$ cat src/rtl/rv_isa_pkg.sv
// RV32I encoding constants and loader types, shared between the encoder and the main controller.
package rv_isa_pkg;

  localparam logic [6:0] OP_R      = 7'b0110011;
  localparam logic [6:0] OP_I      = 7'b0010011;
  localparam logic [6:0] OP_LOAD   = 7'b0000011;
  localparam logic [6:0] OP_STORE  = 7'b0100011;
  localparam logic [6:0] OP_BRANCH = 7'b1100011;
  localparam logic [6:0] OP_LUI    = 7'b0110111;
  localparam logic [6:0] OP_AUIPC  = 7'b0010111;
  localparam logic [6:0] OP_JAL    = 7'b1101111;

  // Encodings 6 and 7 are deliberately left out; the packer treats them as illegal.
  typedef enum logic [2:0] {
    FMT_R = 3'd0,
    FMT_I = 3'd1,
    FMT_S = 3'd2,
    FMT_B = 3'd3,
    FMT_U = 3'd4,
    FMT_J = 3'd5
  } fmt_e;

  typedef enum logic [1:0] {
    ST_IDLE,
    ST_READY,
    ST_WRITE,
    ST_FULL
  } ld_state_e;

endpackage

$ cat src/rtl/instr_pack.sv
// Combinational RV32I field packer with opcode/format legality check.
module instr_pack
  import rv_isa_pkg::*;
(
  input  logic [2:0]  fmt,
  input  logic [6:0]  opcode,
  input  logic [4:0]  rd,
  input  logic [4:0]  rs1,
  input  logic [4:0]  rs2,
  input  logic [2:0]  funct3,
  input  logic [6:0]  funct7,
  input  logic [31:0] imm,
  output logic [31:0] word,
  output logic        legal
);

  // Pack fields per format; B/J offsets must be halfword aligned.
  always_comb begin
    word  = 32'h0;
    legal = 1'b0;
    case (fmt)
      FMT_R: begin
        word  = {funct7, rs2, rs1, funct3, rd, opcode};
        legal = (opcode == OP_R);
      end
      FMT_I: begin
        word  = {imm[11:0], rs1, funct3, rd, opcode};
        legal = (opcode == OP_I) || (opcode == OP_LOAD);
      end
      FMT_S: begin
        word  = {imm[11:5], rs2, rs1, funct3, imm[4:0], opcode};
        legal = (opcode == OP_STORE);
      end
      FMT_B: begin
        word  = {imm[12], imm[10:5], rs2, rs1, funct3, imm[4:1], imm[11], opcode};
        legal = (opcode == OP_BRANCH) && !imm[0];
      end
      FMT_U: begin
        word  = {imm[31:12], rd, opcode};
        legal = (opcode == OP_LUI) || (opcode == OP_AUIPC);
      end
      FMT_J: begin
        word  = {imm[20], imm[10:1], imm[11], imm[19:12], rd, opcode};
        legal = (opcode == OP_JAL) && !imm[0];
      end
      default: begin
        word  = 32'h0;
        legal = 1'b0;
      end
    endcase
  end

endmodule

$ cat src/rtl/instr_encoder.sv
// Instruction encoder / instruction-memory loader.
//
//   state    | meaning
//   ---------+------------------------------------------------------------
//   IDLE     | loader off, bundles not accepted
//   READY    | in_ready high, waiting for a field bundle
//   WRITE    | imem_we held with stable addr/wdata until imem_ack
//   FULL     | word DEPTH-1 written, halted until start or stop
module instr_encoder
  import rv_isa_pkg::*;
#(
  parameter int unsigned ADDR_W = 8
) (
  input  logic              clk,
  input  logic              rst_n,
  input  logic              start,
  input  logic              stop,
  input  logic [ADDR_W-1:0] start_addr,
  input  logic              in_valid,
  output logic              in_ready,
  input  logic [2:0]        fmt,
  input  logic [6:0]        opcode,
  input  logic [4:0]        rd,
  input  logic [4:0]        rs1,
  input  logic [4:0]        rs2,
  input  logic [2:0]        funct3,
  input  logic [6:0]        funct7,
  input  logic [31:0]       imm,
  output logic              imem_we,
  output logic [ADDR_W-1:0] imem_addr,
  output logic [31:0]       imem_wdata,
  input  logic              imem_ack,
  output logic              err,
  output logic              full,
  output logic [ADDR_W:0]   count
);

  localparam logic [ADDR_W-1:0] LAST_ADDR = {ADDR_W{1'b1}};

  ld_state_e   state;
  logic [31:0] pk_word;
  logic        pk_legal;

  instr_pack u_pack (
    .fmt    (fmt),
    .opcode (opcode),
    .rd     (rd),
    .rs1    (rs1),
    .rs2    (rs2),
    .funct3 (funct3),
    .funct7 (funct7),
    .imm    (imm),
    .word   (pk_word),
    .legal  (pk_legal)
  );

  // Loader FSM; all handshake and memory-side outputs are registered here.
  always_ff @(posedge clk or negedge rst_n) begin
    if (!rst_n) begin
      state      <= ST_IDLE;
      in_ready   <= 1'b0;
      imem_we    <= 1'b0;
      imem_addr  <= '0;
      imem_wdata <= '0;
      err        <= 1'b0;
      full       <= 1'b0;
      count      <= '0;
    end else begin
      err <= 1'b0;
      case (state)
        ST_IDLE: begin
          if (start) begin
            state     <= ST_READY;
            in_ready  <= 1'b1;
            imem_addr <= start_addr;
            count     <= '0;
          end
        end
        ST_READY: begin
          if (stop) begin
            state    <= ST_IDLE;
            in_ready <= 1'b0;
          end else begin
            // A restart coinciding with a bundle still accepts it, at the new address.
            if (start) begin
              imem_addr <= start_addr;
              count     <= '0;
            end
            if (in_valid) begin
              if (pk_legal) begin
                state      <= ST_WRITE;
                in_ready   <= 1'b0;
                imem_we    <= 1'b1;
                imem_wdata <= pk_word;
              end else begin
                err <= 1'b1;
              end
            end
          end
        end
        ST_WRITE: begin
          if (imem_ack) begin
            imem_we <= 1'b0;
            count   <= count + 1'b1;
            if (imem_addr == LAST_ADDR) begin
              state <= ST_FULL;
              full  <= 1'b1;
            end else begin
              state     <= ST_READY;
              in_ready  <= 1'b1;
              imem_addr <= imem_addr + 1'b1;
            end
          end
        end
        ST_FULL: begin
          if (stop) begin
            state <= ST_IDLE;
            full  <= 1'b0;
          end else if (start) begin
            state     <= ST_READY;
            full      <= 1'b0;
            in_ready  <= 1'b1;
            imem_addr <= start_addr;
            count     <= '0;
          end
        end
        default: state <= ST_IDLE;
      endcase
    end
  end

endmodule
$ cat config.mk
export PLATFORM = sky130hd
export DESIGN_NAME = instr_encoder
export DESIGN_NICKNAME = d
export VERILOG_FILES = /design/src/rtl/rv_isa_pkg.sv /design/src/rtl/instr_pack.sv /design/src/rtl/instr_encoder.sv
export SDC_FILE = /design/constraint.sdc
export NUM_CORES = 1
export LEC_CHECK = 0
export CAP_MARGIN = 20
export CORE_UTILIZATION = 35
export DETAILED_ROUTE_END_ITERATION = 10
export PLACE_DENSITY = 0.68
export SETUP_SLACK_MARGIN = 0.3
export SLEW_MARGIN = 30
export SYNTH_ARGS = -nofsm -noshare
export SYNTH_HDL_FRONTEND = slang
export SYNTH_SLANG_ARGS = --single-unit
$ cat constraint.sdc
create_clock -name clk -period 2.2 [get_ports clk]
set_input_delay 0.44 -clock clk [delete_from_list [all_inputs] [get_ports clk]]
set_output_delay 0.44 -clock clk [all_outputs]
set_load 0.03 [all_outputs]
## After elaboration in Yosys (flattened, before gate mapping)

Index checks and enable logic that the tools add are counted.

| storage, ports and cells | value |
|---|---|
| flip-flop bits (word level) | 55 |
| input bits | 81 |
| output and inout port bits | 53 |
| logic and storage cells | 97 |

| operators by class | value |
|---|---|
| $add $sub $neg | 2 |
| equality and inequality tests | 28 |
| muxes and demuxes | 41 |
| bitwise operators | 1 |
| reduce and logical (&&, ||, !) cells | 17 |

Operator list:

| kind | number |
|---|---|
| $pmux 32 s6 | 1 |
| $mux 8 | 4 |
| $mux 9 | 3 |
| $pmux 9 s3 | 1 |
| $pmux 8 s3 | 1 |
| $eq 7x6->1 const B | 3 |
| $mux 1 | 19 |
| $ne 2x2->1 const B | 8 |
| $eq 7x5->1 const B | 2 |
| $eq 7x7->1 const B | 2 |
| $mux 2 | 7 |
| $reduce_and 5->1 | 2 |
| $add 9x1->9 const B | 1 |
| $ne 3x3->1 const B | 3 |
| $add 8x1->8 const B | 1 |
| $eq 8x8->1 const B | 1 |
| $pmux 2 s4 | 1 |
| $reduce_and 4->1 | 2 |
| $eq 7x2->1 const B | 1 |
| $eq 3x2->1 const B | 2 |
| $eq 3x3->1 const B | 2 |
| $pmux 1 s6 | 1 |
| $reduce_and 3->1 | 2 |
| $eq 2x2->1 const B | 2 |
| other kinds (13) | 17 |

## Depth between registers and ports, before layout

Gate-level depths: netlist of run 1.

| depth | value |
|---|---|
| depth in word-level cells | 7 |
| mapped depth | 11 |

## Modules after synthesis

From an unflattened synthesis of run 1, not the netlist that was laid out.

| second synthesis, totals | value |
|---|---|
| cell total of the unflattened synthesis | 332 |
| area total of the unflattened synthesis | 3251.9 um^2 |

Modules (own cells, without submodules):

| module | times used | cells an instance | area each (um^2) | seq. area each (um^2) |
|---|---|---|---|---|
| instr_encoder | 1 | 218 | 2526.2 | 1376.3 |
| instr_pack | 1 | 114 | 725.7 | 0.0 |

## Least setup slack after synthesis of run 1

OpenSTA, ideal clock, no wires.

| timing path | value |
|---|---|
| path type | input-to-reg |
| from | input port fmt[2] |
| to | register in_ready |
| library setup time | 0.126 ns |
| data arrival time | 3.045 ns |
| slack | -0.971 ns |
| stages on the path | 9 |
| buffers on the path | 2 |
| path through | clkbuf_1 buf_1 and2_1 ha_1 or4b_1 or4_4 a31o_1 and2_1 o32a_1 |

| on the way | value |
|---|---|
| word-level cells in the longest chain between the ends | 4 |
| elaborated cells on any way between the ends | 9 |

Ends and longest elaborated chain:

| item | line | RTL |
|---|---|---|
| start, declared | instr_encoder.sv:21 | `input logic [2:0] fmt,` |
| $eq 3x3->1, or another cell as far along | instr_pack.sv:21 | `case (fmt)` |
| $pmux 1 s6 (*) | instr_pack.sv:21 |  |
| $ne 3x3->1 (no source line) (*) | n/a |  |
| $reduce_and 5->1 (no source line) (*) | n/a |  |
| end signal, assigned | instr_encoder.sv:61 | `in_ready <= 1'b0;` |
| end signal, assigned | instr_encoder.sv:74 | `in_ready <= 1'b1;` |
| end signal, assigned | instr_encoder.sv:82 | `in_ready <= 1'b0;` |
| end, declared | instr_encoder.sv:20 | `output logic in_ready,` |

Mark *: on every way between the ends. The rest lies on a longest branch, timed or not.
A chain may end at the register's enable or synchronous reset.

## Worst setup path after layout of run 1

| timing path | value |
|---|---|
| from | input port fmt[0] |
| to | register imem_wdata[10] |

| on the way | value |
|---|---|
| word-level cells in the longest chain between the ends | 3 |
| elaborated cells on any way between the ends | 9 |

Ends and longest elaborated chain:

| item | line | RTL |
|---|---|---|
| $eq 3x3->1, or another cell as far along | instr_pack.sv:21 |  |
| $pmux 1 s6 | instr_pack.sv:21 |  |
| $reduce_and 4->1 (no source line) | n/a |  |
| end signal, assigned | instr_encoder.sv:94 | `imem_wdata <= pk_word;` |
| end, declared | instr_encoder.sv:31 | `output logic [31:0] imem_wdata,` |

Several ways; a longest one is shown, not always the timed one.

==> results of run 1 <==
==> sequential cells by signal, summed over array words and instances (netlist names) <==
signal and count:
count 9, in_ready 1, imem_wdata 32, imem_addr 8, imem_we 1, full 1, state 2, err 1
==> layer usage <==
layer | wire (µm) | up-vias | global-route usage
met4 | 240 | 0 | 0.0701
met2 | 5240 | 79 | 0.364
met5 | 0 | - | 0
met1 | 4530 | 1643 | 0.273
li1 | - | 1650 | -
met3 | 344 | 17 | 0.0295
==> logic make-up (layout without fill, tap and decap cells) <==
group / Yosys count / after routing
muxes: 16 / 16
buffers and inverters: 31 / 210
DFF: 55 / 55
adders and majority gates: 9 / 9
xor gates and xnor gates: 6 / 6
AOI/OAI and AO/OA: 114 / 114
and+or+nand+nor: 133 / 133
==> stage by stage <==
| step | setup slack, ns | TNS, ns |
|---|---|---|
| final | -0.329 | -10.64 |
| after global routing | -0.366 | -12.05 |
| after CTS | -0.328 | -9.97 |
| after detailed placement | -1.12 | -37.66 |
| after global placement | -1.09 | -36.42 |
| after floorplan | -0.687 | -21.75 |
==> where the power goes <==
part	internal, mW	switching, mW
logic	0.582	0.612
registers	1.12	0.124
clock network	0.258	0.340
total	1.96	1.08
==> cell usage after synthesis (all sizes together), types with 2 or more instances <==
library cell | count | area, µm²
a21oi | 64 | 320
a221o | 2 | 20.0
a221oi | 5 | 43.8
a22oi | 2 | 15.0
a2bb2oi | 6 | 52.6
a31oi | 2 | 27.5
and2 | 4 | 25.0
and3 | 3 | 18.8
buf | 10 | 46.3
clkbuf | 9 | 33.8
dfrtp | 55 | 1380
ha | 9 | 113
inv | 11 | 41.3
mux2 | 5 | 56.3
mux2i | 11 | 110
nand2 | 16 | 60.1
nand3 | 5 | 25.0
nand4 | 7 | 43.8
nor2 | 57 | 214
nor2b | 20 | 125
nor3 | 6 | 30.0
o211ai | 3 | 22.5
o21ai | 18 | 90.1
o221a | 2 | 22.5
o32a | 2 | 20.0
or2 | 3 | 18.8
or3 | 4 | 25.0
xnor2 | 3 | 26.3
xor2 | 3 | 26.3
==> cell type report <==
cell class	count	area, µm²	share of cell area
Clock inverter	2	16.3	0.00292
Clock buffer	6	82.6	0.0148
Tap cell	108	135	0.0243
Timing Repair Buffer	190	2000	0.359
Inverter	12	50.0	0.00899
Multi-Input combinational cell	278	1910	0.343
Sequential cell	55	1380	0.248
==> what timing repair did <==
| action | in CTS | in global routing |
|---|---|---|
| setup endpoints to repair | 52 | 60 |
| gates cloned | 4 | 3 |
| gates resized for setup | 47 | 52 |
| hold endpoints to repair | 0 | 0 |
| pin swaps | 8 | 8 |
| setup buffers | 7 | 9 |
==> worst max-delay path, stage by stage <==
cell	delay, ns
buf_8	0.08
inv_6	0.03
nor2_4	0.10
and2_4	0.17
ha_4	0.19
or4b_4	0.52
or4_4	0.47
a31oi_4	0.23
buf_12	0.19
buf_12	0.12
clkbuf_16	0.14
a21oi_2	0.05
==> cells in the final DEF, fill, tap and decap left out, types with 3 or more instances in the layout <==
cell             count
or3_1                4
a221oi_1             4
ha_1                 3
o21ai_0             14
ha_4                 4
nand2_1             16
buf_4               38
and3_1               3
dlygate4sd2_1        9
dlymetal6s2s_1       8
a2bb2oi_1            6
xor2_1               3
o211ai_1             3
nor2_4               4
nand3_1              5
nand4_1              7
nor2_2               3
o21ai_1              3
buf_2                3
a21oi_1             45
buf_6                4
or2_2                3
inv_1               10
dfrtp_1             54
buf_16               4
clkdlybuf4s50_1    112
buf_12               8
a21oi_2             18
clkbuf_8             6
nor3_1               4
mux2_2               3
nor2b_1             20
nor2_1              50
mux2i_1             11
xnor2_1              3
==> path summary, 6_finish.rpt <==
kind,startpoint,endpoint,slack (ns),depth (start not counted)
setup reg to reg,state[1],imem_wdata[10],0.21,9
hold / removal,rst_n,imem_wdata[13],0.08,1
hold reg to reg,imem_wdata[1],imem_wdata[1],0.48,1
min in group clk,imem_wdata[1],imem_wdata[1],0.48,1
max in group asynchronous,rst_n,imem_addr[4],1.44,2
setup / recovery,fmt[0],imem_wdata[10],-0.33,12
==> flow_summary_export.csv, run 1 <==
group,metric,value,unit
logic_synthesis,synth_xor_area_frac,0.0165,
layout,syn2layout_area_growth,74.6,%
layout,num-fill-cells,757,
sta,skew,0.00465,ns
outcome,status,"finished, violations left",
clock_tree,numCtsBuffers,5,
grt,globalRouteOverflowTotal,0,
layout,final_layout_size_suffix_gt1_frac,0.227,
placed_design,dp_cells,620,
clock_tree,cts.clk_slew.worst_paths,0.10,ns
pwr,irDropWorstVdd,0.271,mV
drt,vias,3389,
min_path,min_path_type,"in2async",
drt,drt_first_iter_violations,90,
logic_synthesis,synth-simple-area-share,0.205,
sta,grt_setup_unrepaired,"true",
logic_synthesis,synth_flop_cell,"dfrtp_1",
sta,fmax,395,MHz
sta,worst_slew_pin_slew,0.493,ns
clock_tree,cts_tree,"yes",
pwr,power,3.04,mW
logic_synthesis,async_flop_share,1.00,
worst_setup_path,critical_path_arrival,2.73,ns
sta,hold_ws,0.0774,ns
outcome,violations,"negative setup slack",
logic_synthesis,yosys_warnings,0,
worst_setup_path,cp_data_required_time,2.40,ns
logic_synthesis,syn-cell-area,0.00319,mm²
worst_setup_path,critPathMaxFanout,8,
floorplan,pin_count,134,
floorplan,placement_rows,34,
worst_setup_path,end_kind,"register",
floorplan,die_area,0.00949,mm²
placed_design,dpl.hpwl,7090,µm
grt,antenna_found_initial,0,
logic_synthesis,synthAdderAreaFrac,0.0353,
clock_tree,cts.sink_count,55,
layout,final_cell_area,0.00557,mm²
grt,grt_pass1_vias,3350,
floorplan,die_y,97.4,µm
sta,final-setup-viol-count,36,
clock_tree,htree_levels,2,
layout,utilization,0.635,
grt,grt_max_degree,30,
logic_synthesis,synth_compound_area_frac,0.220,
clock_tree,cts_root_buffer,"clkbuf_8",
logic_synthesis,yosysUniqueCellTypes,48,
drt,antenna_left,0,
layout,diodes,0,
clock_tree,holdBufCountCts,0,
flow_run,drv_cap,0,
drt,drc,0,
clock_tree,clkLatencyLatePin,0.31,ns
grt,grt_pass1_wl,16400,µm
placed_design,place_area,0.00490,mm²
layout,fin_cells,651,
floorplan,initial_utilization,0.364,
layout,nets,632,
logic_synthesis,synth_top_family_by_area,"compound AO/OA/AOI/OAI gates",
logic_synthesis,synth_seq_cells,55,
drt,finalWirelength,10400,µm
logic_synthesis,synth_mux_area_frac,0.0522,
floorplan,die_w,97.4,µm
worst_setup_path,critPathKind,"in2reg",
sta,relSlewSlack,0.671,
logic_synthesis,syn_nets,454,
placed_design,portBuffers,133,
logic_synthesis,synth-edff-count,0,
pwr,power_density,545,mW/mm²
pwr,p_leak,2.43,nW
sta,period_needed,2.53,ns
drt,first_pass_iters,4,
logic_synthesis,synthCells,364,
floorplan,core,0.00876,mm²
drt,wl_per_cell,15.9,µm
worst_setup_path,start_kind,"input pin",
sta,finalHoldViolCount,0,
sta,fin_crit_sh,1.15,
drt,vias_per_cell,5.21,
sta,slew_violations,0,
logic_synthesis,ys_seq_area_frac,0.432,
sta,setup_slack,-0.329,ns
placed_design,gp_congestion,0.843,
grt,grt_usage,0.212,
clock_tree,clockBufferDepth,2,
logic_synthesis,avgSynthCellArea,8.75,µm²
(Power assumes the default switching activity.)
==> run 2, diff against run 1 <==
CTS_BUF_LIST = sky130_fd_sc_hd__clkbuf_16   (was unset)
CTS_CLUSTER_DIAMETER = 120   (was unset)
SKIP_LAST_GASP = 1   (was unset)
==> run 2 against run 1 <==
Net effect: the run still ends with negative setup slack left; hold slack better by 0.030 ns; clock-buffer cell count is 1 lower; sequential cell count is the same; global-route usage about the same; critical endpoint is now in_ready; utilization grew 0.086 points; cell count shrank 0.15%; design area rose by 0.13%; clock skew is essentially flat; combinational power barely moved; critical path type unchanged; power is 5.7% higher.
==> flow_summary_export.csv, run 2 (synthesized netlist as in run 1, its figures left out) <==
group,metric,value,unit
grt,globalRouteOverflowTotal,0,
sta,final-setup-viol-count,36,
sta,relSlewSlack,0.666,
placed_design,dp_cells,620,
worst_setup_path,critical_path_arrival,2.74,ns
worst_setup_path,end_kind,"register",
placed_design,dpl.hpwl,7090,µm
layout,num-fill-cells,761,
placed_design,gp_congestion,0.843,
floorplan,placement_rows,34,
worst_setup_path,critPathMaxFanout,4,
floorplan,core,0.00876,mm²
worst_setup_path,r2r_start,"state[1]",
layout,syn2layout_area_growth,74.9,%
worst_setup_path,rr_endpoint,"imem_wdata[26]",
grt,antenna_found_initial,0,
clock_tree,clockBufferDepth,2,
sta,fin_crit_sh,1.16,
floorplan,die_area,0.00949,mm²
drt,antenna_left,0,
sta,finalHoldViolCount,0,
flow_run,drv_cap,0,
drt,vias,3384,
clock_tree,clkLatencyLatePin,0.29,ns
grt,grt_pass1_wl,16400,µm
sta,worst_slew_pin_slew,0.501,ns
clock_tree,cts.clk_slew.worst_paths,0.07,ns
sta,period_needed,2.56,ns
sta,grt_setup_unrepaired,"true",
grt,grt_max_degree,30,
worst_setup_path,start_kind,"input pin",
worst_setup_path,rrSetupSlack,0.27,ns
min_path,min_path_type,"in2async",
sta,slew_violations,0,
layout,largestRegisters,"imem_wdata: 32 flops, count: 9 flops, imem_addr: 8 flops",
layout,fin_cells,650,
drt,finalWirelength,10200,µm
layout,final_cell_area,0.00557,mm²
floorplan,die_y,97.4,µm
layout,diodes,0,
worst_setup_path,cp_data_required_time,2.37,ns
pwr,p_leak,2.39,nW
floorplan,initial_utilization,0.364,
drt,drt_first_iter_violations,120,
placed_design,portBuffers,133,
pwr,power_density,576,mW/mm²
clock_tree,cts_tree,"yes",
grt,grt_usage,0.212,
sta,setup_slack,-0.362,ns
worst_setup_path,critPathKind,"in2reg",
layout,final_cell_mix,"clkdlybuf4s50_1, dfrtp_1, a21oi_1, nor2_1, buf_4",
sta,fmax,390,MHz
drt,vias_per_cell,5.21,
outcome,violations,"negative setup slack",
layout,final_layout_size_suffix_gt1_frac,0.225,
drt,drc,0,
clock_tree,numCtsBuffers,5,
layout,nets,631,
outcome,status,"finished, violations left",
placed_design,place_area,0.00490,mm²
grt,grt_pass1_vias,3358,
pwr,irDropWorstVdd,0.328,mV
worst_setup_path,r2r_cells,9,
floorplan,pin_count,134,
clock_tree,cts.sink_count,55,
clock_tree,htree_levels,2,
layout,top_register,"imem_wdata",
layout,final_common_cell,"clkdlybuf4s50_1",
layout,largest_reg_flops,32,
clock_tree,cts_root_buffer,"clkbuf_16",
floorplan,die_w,97.4,µm
drt,first_pass_iters,4,
drt,wl_per_cell,15.7,µm
sta,skew,0.00487,ns
sta,tns,-11.28,ns
==> run 2: cell types whose count changed in the layout (fill, tap and decap cells not counted), sizes merged <==
cell           delta
clkbuf            -1
clkdlybuf4s15     +1
clkinv            +1
dlygate4sd2       -5
clkdlybuf4s50     +8
dlymetal6s2s      -3
buf               -2
==> run 2: critical path: stages <==
cell and delay [ns]:
buf_8 0.08, inv_6 0.03, nor2_4 0.09, and2_4 0.17, ha_4 0.19, or4b_4 0.52
or4_4 0.46, a31o_4 0.26, and2_4 0.16, o32a_1 0.32
==> run 2: layer usage <==
layer  wire length (µm)  global-route usage  share of wire
met2               5200               0.367           0.51
met1               4500               0.272           0.44
met3                306              0.0295          0.030
met4                215              0.0701          0.021
met5                  0                   0              0
==> run 2: layout make-up <==
type | count | area, µm² | share of cell area
clock buffers | 5 | 125 | 0.0225
clock inverters | 3 | 20.0 | 0.00359
inverters | 12 | 50.0 | 0.00898
multi-input cells | 278 | 1890 | 0.339
flip-flops and latches | 55 | 1380 | 0.247
well taps | 108 | 135 | 0.0242
repair buffers | 189 | 1980 | 0.355
==> run 2: report_power, final <==
part           switching, mW  internal (mW)
Combinational          0.605          0.589
Clock                  0.359          0.420
Sequential             0.117           1.12
==> run 2: how the worst max path moves through the flow <==
stage / start / to / slack (ns)
floorplan: fmt[2] / in_ready / -0.69
global placement: fmt[0] / in_ready / -1.09
detailed placement: fmt[0] / in_ready / -1.12
CTS: fmt[0] / in_ready / -0.35
global route: fmt[0] / in_ready / -0.41
finish: fmt[0] / in_ready / -0.36
==> run 2: what timing repair did <==
item / in CTS / in global routing
gates resized for setup: 42 / 44
hold endpoints to repair: 0 / 0
cloned: 4 / 3
pin swaps: 8 / 7
endpoints found under the setup margin: 47 / 58
hold buffers: 0 / 0
setup buffers: 5 / 10
==> run 2: through the flow <==
stage                     hold slack [ns]  total power, mW   util  worst slack (ns)
after global placement              0.434             2.33  0.560             -1.09
after global routing                0.137             3.39  0.636            -0.411
after detailed placement            0.430             2.35  0.560             -1.12
after CTS                           0.116             3.16  0.602            -0.352
after floorplan                     0.144             1.82      -            -0.687
final                               0.108             3.21  0.636            -0.362
